### src/rtl/mem_port_arbiter_pkg.sv
// Shared types for the fetch/data memory port arbiter: requester IDs and FIFO sizing.
package mem_port_arbiter_pkg;

    typedef enum logic {
        ARB_FETCH = 1'b0,
        ARB_DATA  = 1'b1
    } arbId_e;

    localparam int ARB_MAX_OUTSTANDING_LIMIT = 8;
    localparam int ARB_CNT_W = $clog2(ARB_MAX_OUTSTANDING_LIMIT + 1);

    function automatic arbId_e arb_other(input arbId_e id);
        return (id == ARB_FETCH) ? ARB_DATA : ARB_FETCH;
    endfunction

endpackage

### src/rtl/mem_port_arbiter_if.sv
// Bundle of the fetch, data and memory handshake signals around mem_port_arbiter.
interface mem_port_arbiter_if;

    logic        f_req_i;
    logic [31:0] f_addr_i;
    logic        f_gnt_o;
    logic        f_rvalid_o;
    logic [31:0] f_rdata_o;

    logic        d_req_i;
    logic [3:0]  d_we_i;
    logic [31:0] d_addr_i;
    logic [31:0] d_wdata_i;
    logic        d_gnt_o;
    logic        d_rvalid_o;
    logic [31:0] d_rdata_o;

    logic        mem_req_o;
    logic [3:0]  mem_we_o;
    logic [31:0] mem_addr_o;
    logic [31:0] mem_wdata_o;
    logic        mem_gnt_i;
    logic        mem_rvalid_i;
    logic [31:0] mem_rdata_i;

    logic        err_o;

    // Arbiter view.
    modport master (
        input  f_req_i, f_addr_i, d_req_i, d_we_i, d_addr_i, d_wdata_i,
               mem_gnt_i, mem_rvalid_i, mem_rdata_i,
        output f_gnt_o, f_rvalid_o, f_rdata_o, d_gnt_o, d_rvalid_o, d_rdata_o,
               mem_req_o, mem_we_o, mem_addr_o, mem_wdata_o, err_o
    );

    // Requester/memory environment view.
    modport slave (
        output f_req_i, f_addr_i, d_req_i, d_we_i, d_addr_i, d_wdata_i,
               mem_gnt_i, mem_rvalid_i, mem_rdata_i,
        input  f_gnt_o, f_rvalid_o, f_rdata_o, d_gnt_o, d_rvalid_o, d_rdata_o,
               mem_req_o, mem_we_o, mem_addr_o, mem_wdata_o, err_o
    );

endinterface

### src/rtl/mem_port_arbiter_id_fifo.sv
// In-order FIFO of requester IDs for outstanding memory transactions; push+pop when full is allowed.
module arb_id_fifo
    import mem_port_arbiter_pkg::*;
#(
    parameter int DEPTH = 2
) (
    input  logic                 clk,
    input  logic                 reset,
    input  logic                 push,
    input  logic                 pop,
    input  arbId_e               id_in,
    output arbId_e               id_head,
    output logic                 full,
    output logic                 empty,
    output logic [ARB_CNT_W-1:0] count
);

    localparam int PTR_W = (DEPTH > 1) ? $clog2(DEPTH) : 1;

    arbId_e           slots [DEPTH];
    logic [PTR_W-1:0] wr_ptr;
    logic [PTR_W-1:0] rd_ptr;
    logic             do_push;
    logic             do_pop;

    // Pointers wrap modulo DEPTH, so non-power-of-two depths work too.
    function automatic logic [PTR_W-1:0] ptr_next(input logic [PTR_W-1:0] p);
        return (p == PTR_W'(DEPTH - 1)) ? '0 : p + 1'b1;
    endfunction

    assign full    = (count == ARB_CNT_W'(DEPTH));
    assign empty   = (count == '0);
    assign do_pop  = pop && !empty;
    assign do_push = push && (!full || do_pop);
    assign id_head = slots[rd_ptr];

    // NOTE: the ID storage has no reset; only pointers and count define which slots are live.
    always_ff @(posedge clk) begin
        if (do_push) begin
            slots[wr_ptr] <= id_in;
        end
    end

    // NOTE: sequential state uses non-blocking assignments so every register samples pre-edge values.
    always_ff @(posedge clk) begin
        if (reset) begin
            wr_ptr <= '0;
            rd_ptr <= '0;
            count  <= '0;
        end else begin
            if (do_push) wr_ptr <= ptr_next(wr_ptr);
            if (do_pop)  rd_ptr <= ptr_next(rd_ptr);
            if (do_push && !do_pop) begin
                count <= count + 1'b1;
            end else if (!do_push && do_pop) begin
                count <= count - 1'b1;
            end
        end
    end

endmodule

### src/rtl/mem_port_arbiter.sv
// Shares one memory bus between fetch (F) and data (D); steers in-order responses back by ID.
// Build option: define ARB_ROUND_ROBIN_EN for two-way round robin, otherwise fixed priority D over F.
module mem_port_arbiter
    import mem_port_arbiter_pkg::*;
#(
    parameter int MAX_OUTSTANDING = 2
) (
    input logic                clk,
    input logic                reset,
    mem_port_arbiter_if.master bus
);

    arbId_e               winner;
    arbId_e               head_id;
    logic                 have_winner;
    logic                 accept;
    logic                 can_issue;
    logic                 pop;
    logic                 unmatched;
    logic                 fifo_full;
    logic                 fifo_empty;
    logic [ARB_CNT_W-1:0] fifo_count;
    logic                 err_q;

    assign pop       = bus.mem_rvalid_i && !fifo_empty;
    assign unmatched = bus.mem_rvalid_i && (fifo_count == '0);
    // A response in the same cycle frees a slot, so a full FIFO may still issue.
    assign can_issue = !fifo_full || pop;

`ifdef ARB_ROUND_ROBIN_EN
    // Holds the requester that wins the next conflict.
    arbId_e rr_ptr;

    always_ff @(posedge clk) begin
        if (reset) begin
            rr_ptr <= ARB_DATA;
        end else if (accept) begin
            rr_ptr <= arb_other(winner);
        end
    end
`endif

    // NOTE: every output of this block gets a default first, so no latch is inferred.
    always_comb begin
        winner      = ARB_DATA;
        have_winner = 1'b0;
        if (!reset && can_issue && (bus.f_req_i || bus.d_req_i)) begin
            have_winner = 1'b1;
`ifdef ARB_ROUND_ROBIN_EN
            if (bus.f_req_i && bus.d_req_i) begin
                winner = rr_ptr;
            end else begin
                winner = bus.d_req_i ? ARB_DATA : ARB_FETCH;
            end
`else
            winner = bus.d_req_i ? ARB_DATA : ARB_FETCH;
`endif
        end
    end

    assign accept = have_winner && bus.mem_gnt_i;

    assign bus.mem_req_o   = have_winner;
    assign bus.mem_we_o    = (winner == ARB_DATA) ? bus.d_we_i : 4'b0000;
    assign bus.mem_addr_o  = (winner == ARB_DATA) ? bus.d_addr_i : bus.f_addr_i;
    assign bus.mem_wdata_o = (winner == ARB_DATA) ? bus.d_wdata_i : 32'h0;

    assign bus.f_gnt_o = accept && (winner == ARB_FETCH);
    assign bus.d_gnt_o = accept && (winner == ARB_DATA);

    assign bus.f_rvalid_o = !reset && pop && (head_id == ARB_FETCH);
    assign bus.d_rvalid_o = !reset && pop && (head_id == ARB_DATA);
    assign bus.f_rdata_o  = bus.mem_rdata_i;
    assign bus.d_rdata_o  = bus.mem_rdata_i;

    // Sticky: a response with nothing outstanding means memory and arbiter disagree.
    always_ff @(posedge clk) begin
        if (reset) begin
            err_q <= 1'b0;
        end else if (unmatched) begin
            err_q <= 1'b1;
        end
    end

    assign bus.err_o = err_q;

    arb_id_fifo #(
        .DEPTH (MAX_OUTSTANDING)
    ) u_id_fifo (
        .clk     (clk),
        .reset   (reset),
        .push    (accept),
        .pop     (pop),
        .id_in   (winner),
        .id_head (head_id),
        .full    (fifo_full),
        .empty   (fifo_empty),
        .count   (fifo_count)
    );

endmodule

### src/flat_wrapper.sv
// flat-port wrapper written by rule: the top's interface ports become plain ports
module mem_port_arbiter_flat import mem_port_arbiter_pkg::*;
#(
    parameter int MAX_OUTSTANDING = 2
)
  (clk, reset, bus_f_req_i, bus_f_addr_i, bus_d_req_i, bus_d_we_i, bus_d_addr_i, bus_d_wdata_i, bus_mem_gnt_i, bus_mem_rvalid_i, bus_mem_rdata_i, bus_f_gnt_o, bus_f_rvalid_o, bus_f_rdata_o, bus_d_gnt_o, bus_d_rvalid_o, bus_d_rdata_o, bus_mem_req_o, bus_mem_we_o, bus_mem_addr_o, bus_mem_wdata_o, bus_err_o);
  mem_port_arbiter_if bus_i ();
  input logic clk;
  input logic reset;
  input wire logic [$bits(bus_i.f_req_i)-1:0] bus_f_req_i;
  input wire logic [$bits(bus_i.f_addr_i)-1:0] bus_f_addr_i;
  input wire logic [$bits(bus_i.d_req_i)-1:0] bus_d_req_i;
  input wire logic [$bits(bus_i.d_we_i)-1:0] bus_d_we_i;
  input wire logic [$bits(bus_i.d_addr_i)-1:0] bus_d_addr_i;
  input wire logic [$bits(bus_i.d_wdata_i)-1:0] bus_d_wdata_i;
  input wire logic [$bits(bus_i.mem_gnt_i)-1:0] bus_mem_gnt_i;
  input wire logic [$bits(bus_i.mem_rvalid_i)-1:0] bus_mem_rvalid_i;
  input wire logic [$bits(bus_i.mem_rdata_i)-1:0] bus_mem_rdata_i;
  output wire logic [$bits(bus_i.f_gnt_o)-1:0] bus_f_gnt_o;
  output wire logic [$bits(bus_i.f_rvalid_o)-1:0] bus_f_rvalid_o;
  output wire logic [$bits(bus_i.f_rdata_o)-1:0] bus_f_rdata_o;
  output wire logic [$bits(bus_i.d_gnt_o)-1:0] bus_d_gnt_o;
  output wire logic [$bits(bus_i.d_rvalid_o)-1:0] bus_d_rvalid_o;
  output wire logic [$bits(bus_i.d_rdata_o)-1:0] bus_d_rdata_o;
  output wire logic [$bits(bus_i.mem_req_o)-1:0] bus_mem_req_o;
  output wire logic [$bits(bus_i.mem_we_o)-1:0] bus_mem_we_o;
  output wire logic [$bits(bus_i.mem_addr_o)-1:0] bus_mem_addr_o;
  output wire logic [$bits(bus_i.mem_wdata_o)-1:0] bus_mem_wdata_o;
  output wire logic [$bits(bus_i.err_o)-1:0] bus_err_o;
  assign bus_i.f_req_i = bus_f_req_i;
  assign bus_i.f_addr_i = bus_f_addr_i;
  assign bus_i.d_req_i = bus_d_req_i;
  assign bus_i.d_we_i = bus_d_we_i;
  assign bus_i.d_addr_i = bus_d_addr_i;
  assign bus_i.d_wdata_i = bus_d_wdata_i;
  assign bus_i.mem_gnt_i = bus_mem_gnt_i;
  assign bus_i.mem_rvalid_i = bus_mem_rvalid_i;
  assign bus_i.mem_rdata_i = bus_mem_rdata_i;
  assign bus_f_gnt_o = bus_i.f_gnt_o;
  assign bus_f_rvalid_o = bus_i.f_rvalid_o;
  assign bus_f_rdata_o = bus_i.f_rdata_o;
  assign bus_d_gnt_o = bus_i.d_gnt_o;
  assign bus_d_rvalid_o = bus_i.d_rvalid_o;
  assign bus_d_rdata_o = bus_i.d_rdata_o;
  assign bus_mem_req_o = bus_i.mem_req_o;
  assign bus_mem_we_o = bus_i.mem_we_o;
  assign bus_mem_addr_o = bus_i.mem_addr_o;
  assign bus_mem_wdata_o = bus_i.mem_wdata_o;
  assign bus_err_o = bus_i.err_o;
  mem_port_arbiter #(.MAX_OUTSTANDING(MAX_OUTSTANDING)) u_core (.clk(clk), .reset(reset), .bus(bus_i));
endmodule
### config.mk
export PLATFORM = sky130hd
export DESIGN_NAME = mem_port_arbiter_flat
export DESIGN_NICKNAME = d
export VERILOG_FILES = /design/src/rtl/mem_port_arbiter_pkg.sv /design/src/rtl/mem_port_arbiter_if.sv /design/src/rtl/mem_port_arbiter_id_fifo.sv /design/src/rtl/mem_port_arbiter.sv /design/src/flat_wrapper.sv
export SDC_FILE = /design/constraint.sdc
export NUM_CORES = 1
export LEC_CHECK = 0
export CAP_MARGIN = 5
export CORE_AREA = 2 2 108 110
export DETAILED_ROUTE_END_ITERATION = 10
export DIE_AREA = 0 0 110 112
export SLEW_MARGIN = 5
export SYNTH_ARGS = -nofsm -noshare
export SYNTH_HDL_FRONTEND = slang
export SYNTH_SLANG_ARGS = --single-unit
### constraint.sdc
create_clock -name clk -period 5.85 [get_ports clk]
set_input_delay 1.17 -clock clk [delete_from_list [all_inputs] [get_ports clk]]
set_output_delay 1.17 -clock clk [all_outputs]
set_load 0.01 [all_outputs]
# After elaboration in Yosys (flattened, before gate mapping)
# Memories as Yosys holds them, arrays and structs flattened. A register that Yosys moved wholly into a read port is not among the register bits.
# Cells that the tools add are included.
[word_totals]
ff_bits = 7
ramBits = 2
inputBits = 138
out_inout_bits = 138
word_cells = 50
memories = 1
[op_classes]
add_sub_neg = 4
eq_ne = 1
mux = 14
bitwise = 2
n_reduce_logical = 24
[mem_list]
columns = ["name", "depth", "width", "read_ports", "rd_ports_with_merged_regs", "wr", "line_no", "rtl"]
rows = [
  ["u_core.u_id_fifo.slots", 2, 1, 1, 1, 1, "mem_port_arbiter_id_fifo.sv:20", "arbId_e slots [DEPTH];"],
]
[op_table]
columns = ["op", "n"]
rows = [
  ["2-to-1 mux 32 bit", 2],
  ["logical AND 1 bit", 14],
  ["2-to-1 mux 4 bit", 3],
  ["2-to-1 mux 1 bit", 9],
  ["zero test 1 bit", 5],
  ["adder 4 x 1 -> 4 bit, second input constant", 1],
  ["equality test 4 x 2 -> 1 bit, second input constant", 1],
  ["zero test 4 bit", 1],
  ["subtractor 4 x 1 -> 4 bit, second input constant", 1],
  ["logical OR 1 bit", 3],
  ["adder 1 bit, second input constant", 2],
  ["inverter 1 bit", 2],
  ["nonzero test 2 bit", 1],
]

# Longest topological paths before layout
[logic_depth]
word_depth = 13
ltp_mapped = 9
mapped_depth_nobuf = 9

# Cells and area by module
# Synthesis repeated with hierarchy kept, for this count alone.
[unflattened]
hier_cells = 203
area_unflattened_um2 = 1734.2
[by_module_without_submodules]
columns = ["mod", "instances", "cells_per_inst", "area_per_inst_um2", "seq_area_each_um2"]
rows = [
  ["mem_port_arbiter", 1, 156, 1267.5, 20.0],
  ["arb_id_fifo", 1, 47, 466.7, 200.2],
]

# Least setup slack after synthesis
# Ideal clock, no wire load.
[synth_path]
kind = "in2out"
from = "in bus_mem_rvalid_i"
to = "out bus_mem_wdata_o[12]"
arrival_ns = 2.282
t_required_ns = 4.680
path_slack_ns = 2.398
cell_stages = 7
n_path_buf = 3
cell_sequence = "nor2b_1 > a21oi_2 > and3b_1 > buf_2 > buf_6 > buf_2 > nor2b_1"
[synth_via]
elab_chain_len = 6
[synth_rtl]
columns = ["item", "line_no", "rtl"]
rows = [
  ["from (decl)", "flat_wrapper.sv:17", "input wire logic [$bits(bus_i.mem_rvalid_i)-1:0] bus_mem_rvalid_i;"],
  ["logical AND 1 bit", "mem_port_arbiter.sv:25", "assign pop = bus.mem_rvalid_i && !fifo_empty;"],
  ["logical OR 1 bit", "mem_port_arbiter.sv:28", "assign can_issue = !fifo_full || pop;"],
  ["logical AND 1 bit (2 in series)", "mem_port_arbiter.sv:47", "if (!reset && can_issue && (bus.f_req_i || bus.d_req_i)) begin"],
  ["2-to-1 mux 1 bit", "mem_port_arbiter.sv:47", ""],
  ["2-to-1 mux 32 bit", "mem_port_arbiter.sv:66", "assign bus.mem_wdata_o = (winner == ARB_DATA) ? bus.d_wdata_i : 32'h0;"],
  ["to (decl)", "flat_wrapper.sv:28", "output wire logic [$bits(bus_i.mem_wdata_o)-1:0] bus_mem_wdata_o;"],
]
# No other way between the ends.

# Final worst setup path
[layout_path]
from = "in reset"
to = "out bus_mem_addr_o[16]"
[layout_via]
elab_chain_len = 5
[layout_rtl]
columns = ["item", "line_no", "rtl"]
rows = [
  ["from (decl)", "flat_wrapper.sv:9", "input logic reset;"],
  ["zero test 1 bit", "mem_port_arbiter.sv:47", ""],
  ["logical AND 1 bit (2 in series)", "mem_port_arbiter.sv:47", ""],
  ["2-to-1 mux 1 bit", "mem_port_arbiter.sv:47", ""],
  ["2-to-1 mux 32 bit", "mem_port_arbiter.sv:65", "assign bus.mem_addr_o = (winner == ARB_DATA) ? bus.d_addr_i : bus.f_addr_i;"],
  ["to (decl)", "flat_wrapper.sv:27", "output wire logic [$bits(bus_i.mem_addr_o)-1:0] bus_mem_addr_o;"],
]
# No other way between the ends.

==> results.cfg <==
[outcome]
status = finished, final reports clean

[worst_setup_path]
cp-start-kind = input port
arrival_ps = 3740
cp-end-kind = output pin
r2r_slack_ps = 3150
crit_required_ps = 4680
path_max_fanout = 51
reg2regPathDepth = 9
worstSetupPathType = in2out

[synth]
synth_seq_cells = 10
yosys.area_share.adder = 0.03164
yosysUniqueCellTypes = 31
synth_top_family_by_area = buffers and inverters
synthMuxAreaShare = 0.2813
syn-num-nets = 341
synth.top_cell.area_share = 0.2641
synth_cells = 199
syn_area_per_cell_um2 = 9.142
yosys.area_share.xor_xnor = 0.01926
synth_compound_area_frac = 0.03851
ys_seq_area_frac = 0.1210
yosysWarnings = 0
synth_simple_gate_area_frac = 0.1960
synth_area_um2 = 1819
synthTopCellsByArea = buf_4 26%, mux2_4 26%, nor2b_1 13%
synth_area_leader_cell = buf_4

[final_layout]
nNetsFinal = 452
mostFrequentLayoutCells = 179 x clkdlybuf4s50_1, 39 x nor2b_1, 32 x mux2_4, 11 x nor2_1, 8 x dfxtp_1
syn_to_final_growth_pct = 83.56
final_common_cell = clkdlybuf4s50_1
n_antenna_cell = 0
drive_gt1_frac = 0.1359

[clock_network]
cts.sinks = 10
ctsResizeCount = 0
post_cts_buffers = 0
clk_latency_ps = 230
cts_buffers = 3
holdBufCountCts = 0
cts_root_buffer = clkbuf_16
cts_tree = built
clockBufferDepth = 2
ctsHtreeMaxLevel = 1
clk_pin_slew_worst_paths_ps = 40

[timing]
setup-violations-final = 0
max_freq_ghz = 0.2038
finalCritPeriodShare = 0.8389
setup_tns_ps = 0
drv_slew = 0
finalHoldViolCount = 0
setup_slack_ps = 942.5
worst_pin_slew_ps = 540.9
finClkSkew_ps = 2.708
period_needed_ps = 4907
maxSlewHeadroom = 0.6354
grt_setup_unrepaired = false

[place]
place_ws_ps = 943.1
port_buffers = 179
place_congestion = 0.7122
dp_hpwl_mm = 5.160

[drt]
drt_iter0_drc = 37
drtPass1Iterations = 4
post_drt_wl_per_cell_um = 13.33
drc = 0
wirelength_mm = 6.025
routed_via_density = 3.684
vias = 1665
drtAntennaViolNets = 0

[grt]
track_usage = 0.08473
antenna_found_initial = 0
grt_overflow = 0
grt_max_degree = 52
grt_pass1_wl_mm = 8.397
grt_pass1_vias = 1659

[floorplan]
die_w_um = 110
die_y_um = 112
fp-row-count = 39
die-area_um2 = 12320
core-area_um2 = 11170
start_util = 0.1628
ios = 276

[min_path]
hp-class = reg2reg
holdPathStages = 2

[power_and_ir_drop]
power.density_nw_per_um2 = 165.5
switchingPower_mw = 0.1658
netSwitchingFraction = 0.2999
p_int_mw = 0.3869
ir_drop_v = 0.0001869
seq_power_share = 0.194
p_leak_nw = 1.284
combPwrFrac = 0.589
power.share.clock = 0.217

[run]
cap_violations = 0
per-layer routing:
metal / GRT usage / up-vias / share of wire
met5: 0 / - / 0
met1: 0.1005 / 730 / 0.39
met4: 0.01181 / 0 / 0.0046
met2: 0.1460 / 127 / 0.46
li1: - / 801 / -
met3: 0.03337 / 7 / 0.15
through the flow:
stage | cell area (um^2) | power (mW) | instances | hold slack [ps] | utilization
after floorplan | 1819 | 0.3079 | 199 | 472.5 | -
after global placement | 3261 | 0.4341 | 448 | 461.3 | 0.2918
after detailed placement | 3261 | 0.4360 | 448 | 460.5 | 0.2918
after CTS | 3339 | 0.5576 | 452 | 479.3 | 0.2988
after global routing | 3339 | 0.5894 | 452 | 523.0 | 0.2988
final | 3339 | 0.5527 | 452 | 477.2 | 0.2988
final cells by class:
cell class / instances / area, um^2
flip-flops and latches: 10 / 220.2
repair buffers: 180 / 1812
multi-input cells: 111 / 1035
inverters: 4 / 15.01
clock buffers: 4 / 78.83
well taps: 143 / 178.9
fillers: 1178 / 7835
power groups by stage:
stage | sequential (mW) | clock [mW] | combinational [mW]
after floorplan | 0.107 | 0 | 0.201
after global placement | 0.109 | 0 | 0.325
after detailed placement | 0.109 | 0 | 0.327
after CTS | 0.108 | 0.121 | 0.329
after global routing | 0.111 | 0.126 | 0.353
final | 0.107 | 0.120 | 0.325
registers in the layout (all words and copies together), names as in the netlist, named ones only:
signal	cells
u_core.bus.err_o	1
u_core.u_id_fifo.slots	2
u_core.u_id_fifo.rd_ptr	1
u_core.u_id_fifo.wr_ptr	1
u_core.u_id_fifo.count	4
cell families after synthesis:
kind of cell | after synthesis
AOI/OAI and AO/OA | 8
xor gates and xnor gates | 4
adders and majority gates | 4
buffers and inverters | 78
DFF | 10
muxes | 35
and+or+nand+nor | 60
Yosys cell counts, drive strengths merged:
| cell type | instances |
|---|---|
| fa | 1 |
| nor2 | 11 |
| o41ai | 1 |
| edfxtp | 2 |
| inv | 4 |
| a211oi | 1 |
| mux2 | 33 |
| and3b | 1 |
| xnor2 | 2 |
| nor2b | 39 |
| mux2i | 2 |
| nor3b | 2 |
| ha | 3 |
| a21oi | 3 |
| clkbuf | 2 |
| a2111oi | 1 |
| nand2 | 1 |
| and2 | 1 |
| xor2 | 2 |
| dfxtp | 8 |
| nor3 | 3 |
| nand3 | 1 |
| a31oi | 2 |
| and3 | 1 |
| buf | 72 |
critical path, stage by stage:
cell,delay [ps]
clkdlybuf4s50_1,650
a21oi_2,270
and3b_4,440
buf_12,320
mux2_4,340
clkdlybuf4s50_1,490
worst paths after layout:
| kind | startpoint | endpoint |
|---|---|---|
| max | reset | bus_mem_addr_o[16] |
| min reg2reg | u_core.bus.err_o$_SDFFE_PP0P_ | u_core.bus.err_o$_SDFFE_PP0P_ |
| min | u_core.bus.err_o$_SDFFE_PP0P_ | u_core.bus.err_o$_SDFFE_PP0P_ |
| max reg2reg | u_core.u_id_fifo.count[1]$_SDFFE_PP0P_ | u_core.u_id_fifo.count[3]$_SDFFE_PP0P_ |
No activity file was read; power rests on OpenSTA's default activity.
